### src/rtl/pc_sequencer.sv
// Control-flow sequencer driving the PC block: BOOT/RUN/FLUSH FSM plus return-address stack.
// Optional feature macro: PCSEQ_STACK_EN (return stack for CALL/RET; without it CALL acts as JMP).
module pc_sequencer #(
   parameter logic [7:0] RST_VEC   = 8'h00,
   parameter int         STK_DEPTH = 4
) (
   input  logic       clk_pc,
   input  logic       rst_pc,
   input  logic       stall,
   input  logic       op_valid,
   input  logic [2:0] op,
   input  logic [7:0] target,
   input  logic       br_cond,
   input  logic [7:0] pc_cur,
   output logic       en_pc,
   output logic       selMp,
   output logic [7:0] PC_Iaddr,
   output logic       op_ready,
   output logic       flush,
   output logic [2:0] stk_depth,
   output logic       stk_err
);

   typedef enum logic [1:0] {S_BOOT, S_RUN, S_FLUSH} state_t;

   localparam logic [2:0] OP_JMP  = 3'b001;
   localparam logic [2:0] OP_RJMP = 3'b010;
   localparam logic [2:0] OP_BR   = 3'b011;
   localparam logic [2:0] OP_CALL = 3'b100;
   localparam logic [2:0] OP_RET  = 3'b101;

   state_t     state, state_nx;
   logic       err_q, err_set, redirect;
   logic [7:0] raddr, pc_inc, pc_rel;

   // Unsigned add of the offset equals sign-extended add modulo 256.
   assign pc_inc  = pc_cur + 8'd1;
   assign pc_rel  = pc_inc + target;
   assign stk_err = err_q;

`ifdef PCSEQ_STACK_EN
   logic [7:0] stk [STK_DEPTH];
   logic [2:0] sp;
   logic [7:0] top;
   logic       push, pop, full, empty;

   assign full      = (sp == 3'(STK_DEPTH));
   assign empty     = (sp == 3'd0);
   assign stk_depth = sp;

   always_comb begin
      top = '0;
      for (int i = 0; i < STK_DEPTH; i++)
         if (sp == 3'(i + 1)) top = stk[i];
   end

   always_ff @(posedge clk_pc) begin
      if (!rst_pc) begin
         sp <= '0;
      end else if (push) begin
         for (int i = 0; i < STK_DEPTH; i++)
            if (sp == 3'(i)) stk[i] <= pc_inc;
         sp <= sp + 3'd1;
      end else if (pop) begin
         sp <= sp - 3'd1;
      end
   end
`else
   assign stk_depth = 3'd0;
`endif

   always_ff @(posedge clk_pc) begin
      if (!rst_pc) begin
         state <= S_BOOT;
         err_q <= 1'b0;
      end else begin
         state <= state_nx;
         if (err_set) err_q <= 1'b1;
      end
   end

   always_comb begin
      en_pc    = 1'b0;
      selMp    = 1'b0;
      PC_Iaddr = '0;
      op_ready = 1'b0;
      flush    = 1'b0;
      state_nx = state;
      err_set  = 1'b0;
      redirect = 1'b0;
      raddr    = '0;
`ifdef PCSEQ_STACK_EN
      push     = 1'b0;
      pop      = 1'b0;
`endif
      if (rst_pc) begin
         case (state)
            S_BOOT: begin
               en_pc    = 1'b1;
               selMp    = 1'b1;
               PC_Iaddr = RST_VEC;
               state_nx = S_RUN;
            end
            S_FLUSH: begin
               flush    = 1'b1;
               state_nx = S_RUN;
            end
            S_RUN: begin
               if (!stall) begin
                  op_ready = 1'b1;
                  en_pc    = 1'b1;
                  if (op_valid) begin
                     case (op)
                        OP_JMP:  begin redirect = 1'b1; raddr = target; end
                        OP_RJMP: begin redirect = 1'b1; raddr = pc_rel; end
                        OP_BR:   begin redirect = br_cond; raddr = pc_rel; end
                        OP_CALL: begin
                           redirect = 1'b1;
                           raddr    = target;
`ifdef PCSEQ_STACK_EN
                           if (full) err_set = 1'b1;
                           else      push    = 1'b1;
`endif
                        end
                        OP_RET: begin
`ifdef PCSEQ_STACK_EN
                           // Underflow degrades to a sequential step.
                           if (empty) begin
                              err_set = 1'b1;
                           end else begin
                              pop      = 1'b1;
                              redirect = 1'b1;
                              raddr    = top;
                           end
`else
                           err_set = 1'b1;
`endif
                        end
                        default: ;
                     endcase
                  end
                  if (redirect) begin
                     selMp    = 1'b1;
                     PC_Iaddr = raddr;
                     state_nx = S_FLUSH;
                  end
               end
            end
            default: state_nx = S_BOOT;
         endcase
      end
   end

endmodule

### config.mk
export PLATFORM = sky130hd
export DESIGN_NAME = pc_sequencer
export DESIGN_NICKNAME = d
export VERILOG_FILES = /design/src/rtl/pc_sequencer.sv
export SDC_FILE = /design/constraint.sdc
export NUM_CORES = 1
export LEC_CHECK = 0
export ABC_AREA = 1
export CORE_ASPECT_RATIO = 1.2
export CORE_MARGIN = 2
export CORE_UTILIZATION = 38
export CTS_CLUSTER_DIAMETER = 200
export CTS_CLUSTER_SIZE = 28
export DETAILED_ROUTE_END_ITERATION = 8
export GPL_ROUTABILITY_DRIVEN = 0
export PLACE_DENSITY_LB_ADDON = 0.25
export SLEW_MARGIN = 20
export SYNTH_ARGS = -nofsm -noshare
export SYNTH_HDL_FRONTEND = slang
export SYNTH_SLANG_ARGS = --single-unit
### constraint.sdc
create_clock -name clk_pc -period 1.94 [get_ports clk_pc]
set_input_delay 0.388 -clock clk_pc [delete_from_list [all_inputs] [get_ports clk_pc]]
set_output_delay 0.388 -clock clk_pc [all_outputs]
set_load 0.05 [all_outputs]
==> results of run 1 <==
==> synth_stat cells, types with 2 or more instances <==
cell type / instances / area (um2)
sky130_fd_sc_hd__nand2_1: 34 / 128
sky130_fd_sc_hd__inv_1: 26 / 97.6
sky130_fd_sc_hd__a21oi_1: 15 / 75.1
sky130_fd_sc_hd__nand3_1: 10 / 50.1
sky130_fd_sc_hd__ha_1: 8 / 100
sky130_fd_sc_hd__nor2_1: 4 / 15.0
sky130_fd_sc_hd__o21ai_0: 4 / 20.0
sky130_fd_sc_hd__buf_4: 3 / 22.5
sky130_fd_sc_hd__dfxtp_1: 3 / 60.1
sky130_fd_sc_hd__nand4_1: 2 / 12.5
sky130_fd_sc_hd__o22ai_1: 2 / 12.5
==> stage by stage <==
step / instances / util / setup TNS [ns] / worst slack [ns] / area, um2
after floorplan: 124 / - / -0.648 / -0.0872 / 805
after global placement: 188 / 0.822 / -3.39 / -0.487 / 1380
after detailed placement: 188 / 0.822 / -3.96 / -0.578 / 1380
==> cell families after synthesis <==
kind of cell | synth area share
other | 0.00540
adder cells (fa/ha/maj) | 0.144
AO/OA/AOI/OAI | 0.182
AND/OR/NAND/NOR | 0.391
XOR/XNOR | 0.0126
flip-flops | 0.0865
buffers and inverters | 0.178
==> insert_results.sql, run 1 <==
INSERT INTO impl_metrics (metric_group, metric, value, unit) VALUES
('logic_synthesis', 'post_synth_inst_count', '122', ''),
('clock_tree', 'clock_tree.root_cell', 'sky130_fd_sc_hd__clkbuf_4', ''),
('clock_tree', 'postCtsHoldBufs', '0', ''),
('logic_synthesis', 'ys.flop_type', 'sky130_fd_sc_hd__dfxtp_1', ''),
('floorplanning', 'die_wd', '43.0', 'um'),
('clock_tree', 'h-tree-depth', '1', ''),
('floorplanning', 'floorplan.initialDensity', '0.413', ''),
('floorplanning', 'pin_count', '40', ''),
('floorplanning', 'dieHeight', '50.8', 'um'),
('clock_tree', 'tritoncts_num_sinks', '3', ''),
('outcome', 'tool.error', '[ERROR DPL-0038] Utilization greater than 100%, impossible to legalize', ''),
('logic_synthesis', 'synthArstFlopShare', '0', ''),
('clock_tree', 'post_cts_resized', '124', ''),
('logic_synthesis', 'synth-edff-count', '0', ''),
('placed_design', 'port-buffer-count', '36', ''),
('outcome', 'stop_stage', 'clock tree synthesis (4_1_cts)', ''),
('logic_synthesis', 'synth_cell_type_count', '22', ''),
('logic_synthesis', 'synth_sequential_area_ratio', '0.0865', ''),
('logic_synthesis', 'post_synth.cell_area_avg', '5.69', 'um2'),
('clock_tree', 'tritoncts.num_buffers', '3', ''),
('outcome', 'run_status', 'aborted with a tool error', ''),
('clock_tree', 'clock_tree.buffer_depth', '2', ''),
('logic_synthesis', 'yosys_register_bits', '3', ''),
('floorplanning', 'placement_rows', '16', ''),
('placed_design', 'hpwl_after_dpl', '2000', 'um'),
('clock_tree', 'cts.repair_timing.setup_buffer_count', '14', ''),
('logic_synthesis', 'synth_area', '694', 'um2'),
('logic_synthesis', 'yosys_warnings', '0', '');
==> run 2: changes to the inputs <==
Settings changed: CORE_AREA from default to 2 2 63 65, CORE_ASPECT_RATIO 1.2 to default, CORE_MARGIN 2 to default, CORE_UTILIZATION 38 to default, CTS_CLUSTER_DIAMETER 200 to default, CTS_CLUSTER_SIZE 28 to default, DIE_AREA from default to 0 0 65 67, PLACE_DENSITY_LB_ADDON 0.25 to 0.15.
==> run 2 against run 1 <==
Against the previous run:
- area after synthesis is the same
- synthesized cell count is the same
- the flow now finishes, with violations (negative setup slack)
==> insert_results.sql, run 2 <==
INSERT INTO impl_metrics (metric_group, metric, value, unit) VALUES
('floorplanning', 'die_wd', '65', 'um'),
('detailed_routing', 'antenna_left', '0', ''),
('power_and_ir_drop', 'power_per_cell_area', '371', 'mW/mm2'),
('logic_synthesis', 'synth_cell_type_count', '22', ''),
('power_and_ir_drop', 'ir_drop', '0.000247', 'V'),
('global_route', 'pin_count_of_the_biggest_net_entering_global_routing', '8', ''),
('logic_synthesis', 'netlist_top_cells_area', 'sky130_fd_sc_hd__nand2_1 (18%), sky130_fd_sc_hd__ha_1 (14%), sky130_fd_sc_hd__inv_1 (14%), sky130_fd_sc_hd__a21oi_1 (11%), sky130_fd_sc_hd__dfxtp_1 (8.6%)', ''),
('worst_setup_path', 'setup.worst_path.end_class', 'output pin', ''),
('logic_synthesis', 'yosysMostFrequentCell', 'sky130_fd_sc_hd__nand2_1', ''),
('sta', 'clock-skew-final', '0.00190', 'ns'),
('finish', 'flip_flop_count_of_the_largest_register_all_copies_and_words_added', '2', ''),
('floorplanning', 'design.die.area', '0.00436', 'mm2'),
('logic_synthesis', 'synth_sequential_area_ratio', '0.0865', ''),
('global_route', 'antenna_found_initial', '0', ''),
('clock_tree', 'h-tree-depth', '1', ''),
('min_path', 'hp_start', 'stk_err', ''),
('sta', 'timing.final.crit_share', '1.03', ''),
('outcome', 'violations', 'negative setup slack', ''),
('worst_setup_path', 'regToRegSetupSlack', '0.80', 'ns'),
('detailed_routing', 'detailroute.via_count', '1030', ''),
('finish', 'post_route_cells_drive_above_1_share', '0.683', ''),
('detailed_routing', 'drt-wirelength-per-cell', '11.2', 'um'),
('detailed_routing', 'drtPass1Iterations', '4', ''),
('floorplanning', 'dieHeight', '67', 'um'),
('floorplanning', 'pin_count', '40', ''),
('logic_synthesis', 'yosys_register_bits', '3', ''),
('sta', 'holdWs', '0.455', 'ns'),
('finish', 'antennaDiodeCount', '0', ''),
('logic_synthesis', 'ys.flop_type', 'sky130_fd_sc_hd__dfxtp_1', ''),
('logic_synthesis', 'yosys_warnings', '0', ''),
('sta', 'maxSlewHeadroom', '0.668', ''),
('detailed_routing', 'wirelength_met1', '1070', 'um'),
('placed_design', 'dp_slack', '-0.555', 'ns'),
('finish', 'regMostFlops', 'state', ''),
('floorplanning', 'floorplan.initialDensity', '0.193', ''),
('sta', 'setup_repair_after_global_routing_missed_its_margin', 'true', ''),
('sta', 'report.final.hold_viol_count', '0', ''),
('detailed_routing', 'final_routed_drc_violation_total', '0', ''),
('run', 'drv_cap', '0', ''),
('logic_synthesis', 'post_synth_inst_count', '122', ''),
('global_route', 'grtUsageTotal', '0.124', ''),
('sta', 'worst_slew_pin_slew', '0.496', 'ns'),
('worst_setup_path', 'cp_startpoint', 'target[2]', ''),
('detailed_routing', 'via_per_inst', '4.35', ''),
('sta', 'setup-tns-final', '-0.157', 'ns'),
('outcome', 'run_status', 'complete, but fails checks', ''),
('logic_synthesis', 'synthArstFlopShare', '0', ''),
('logic_synthesis', 'post-synth-top-area-fraction', '0.184', ''),
('sta', 'timing.fmax', '0.502', 'GHz'),
('detailed_routing', 'dr_wl_met3', '111', 'um'),
('worst_setup_path', 'setup.worst_path.class', 'input pin to output pin', ''),
('worst_setup_path', 'worst-endpoint-required', '1.55', 'ns'),
('logic_synthesis', 'synth_top_area_cell', 'sky130_fd_sc_hd__nand2_1', ''),
('placed_design', 'port-buffer-count', '36', ''),
('finish', 'num-fill-cells', '334', ''),
('detailed_routing', 'totalWireLength', '2650', 'um'),
('logic_synthesis', 'ys_top_cells_by_count', 'sky130_fd_sc_hd__nand2_1 (34), sky130_fd_sc_hd__inv_1 (26), sky130_fd_sc_hd__a21oi_1 (15)', ''),
('detailed_routing', 'met2_wirelength', '1470', 'um'),
('worst_setup_path', 'r2r-start', 'state[1]', ''),
('worst_setup_path', 'timing.critical_path.fanout_max', '4', ''),
('clock_tree', 'clock_tree.buffer_depth', '2', ''),
('clock_tree', 'clk_transition_reported_paths', '0.03', 'ns'),
('worst_setup_path', 'timing.critical_path.from_type', 'input pin', ''),
('clock_tree', 'tritoncts_num_sinks', '3', ''),
('finish', 'layout_common_cells', 'sky130_fd_sc_hd__buf_4 (22), sky130_fd_sc_hd__inv_1 (18), sky130_fd_sc_hd__nand2_1 (16)', ''),
('global_route', 'globalRouteOverflowTotal', '0', ''),
('detailed_routing', 'top_routing_layer_used', 'met4', ''),
('finish', 'layout-area-overhead-vs-synth', '165', '%'),
('finish', 'most_common_cell_after_layout_fill_and_taps_aside', 'sky130_fd_sc_hd__buf_4', ''),
('clock_tree', 'tritoncts', 'done', ''),
('floorplanning', 'floorplan.core_area', '0.00361', 'mm2'),
('global_route', 'grt_pass1_vias', '1054', ''),
('logic_synthesis', 'post_synth.cell_area_avg', '5.69', 'um2'),
('sta', 'finalSetupViolCount', '4', ''),
('floorplanning', 'placement_rows', '22', ''),
('logic_synthesis', 'synth_area', '694', 'um2'),
('sta', 'timing.final.max_slew_violations', '0', ''),
('detailed_routing', 'initialDrtViolationCount', '35', ''),
('clock_tree', 'clock_tree.root_cell', 'sky130_fd_sc_hd__clkbuf_8', ''),
('power_and_ir_drop', 'leakagePower', '0.815', 'nW'),
('clock_tree', 'tritoncts.num_buffers', '3', ''),
('clock_tree', 'clock_insertion_delay_worst_skew', '0.21', 'ns'),
('min_path', 'hold_class', 'flip-flop to flip-flop', ''),
('logic_synthesis', 'synth-edff-count', '0', ''),
('sta', 'slack_of_the_critical_path', '-0.0502', 'ns'),
('global_route', 'grt_first_pass_wirelength', '4260', 'um'),
('placed_design', 'hpwl_after_dpl', '1840', 'um'),
('sta', 'period_minus_slack', '1.99', 'ns'),
('finish', 'nets', '222', ''),
('worst_setup_path', 'cp_data_arrival_time', '1.60', 'ns');
run 2: cell counts after synthesis:
Identical to the previous run, type by type.
run 2: what timing repair did:
action | 4_1_cts | 5_1_grt
resized for setup | 124 | 18
setup endpoints to repair | 9 | 8
hold buffers | 0 | 0
pin swaps | 41 | 21
setup buffers | 9 | 0
run 2: layout make-up:
| cell class | instances | area (um2) | area share |
|---|---|---|---|
| multi-input cells | 91 | 887 | 0.482 |
| repair buffers | 64 | 682 | 0.371 |
| inverters | 27 | 104 | 0.0565 |
| flip-flops and latches | 3 | 61.3 | 0.0333 |
| well taps | 48 | 60.1 | 0.0327 |
| clock buffers | 4 | 45.0 | 0.0245 |
run 2: final timing paths:
kind                      end  depth (start not counted)
hold reg to reg       stk_err                          2
setup reg to reg      stk_err                          6
hold / removal        stk_err                          2
setup / recovery  PC_Iaddr[7]                         10
run 2: worst max-delay path, stage by stage:
cell and delay (ns):
sky130_fd_sc_hd__buf_8 0.10, sky130_fd_sc_hd__ha_4 0.26, sky130_fd_sc_hd__a21oi_4 0.19, sky130_fd_sc_hd__nand2_4 0.10, sky130_fd_sc_hd__nand2_4 0.08, sky130_fd_sc_hd__nand2_2 0.05, sky130_fd_sc_hd__nand2_2 0.06, sky130_fd_sc_hd__nand3_2 0.08
sky130_fd_sc_hd__a21oi_4 0.15, sky130_fd_sc_hd__buf_12 0.15
run 2: kinds of logic after synthesis:
| family | Yosys count | share of synthesized area |
|---|---|---|
| buf+inv | 30 | 0.178 |
| xor+xnor | 1 | 0.0126 |
| fa+ha+maj | 8 | 0.144 |
| compound gates | 23 | 0.182 |
| other cells | 1 | 0.00540 |
| flops | 3 | 0.0865 |
| simple gates | 56 | 0.391 |
run 2: report_power, final:
group	switching (mW)	internal [mW]	total, mW	leakage [nW]
registers	0.00334	0.0655	0.0688	0.0245
clock network	0.0408	0.140	0.181	0.0228
logic	0.226	0.206	0.432	0.767
total	0.270	0.411	0.682	0.815
run 2: stage by stage:
stage	util	power (mW)	std cells	area [um2]
6_report	0.510	0.682	237	1840
5_1_grt	0.510	0.726	237	1840
4_1_cts	0.497	0.661	237	1790
3_5_place_dp	0.417	0.384	224	1500
3_3_place_gp	0.417	0.380	224	1500
2_1_floorplan	-	0.241	124	805
run 2: routing by layer:
layer  global-route usage  vias to the layer above
met1                0.126                      481
met5                    0                        -
met2                0.255                       25
met4               0.0239                        0
met3               0.0304                        2
li1                     -                      522
Power figures use the tool's default switching activity.
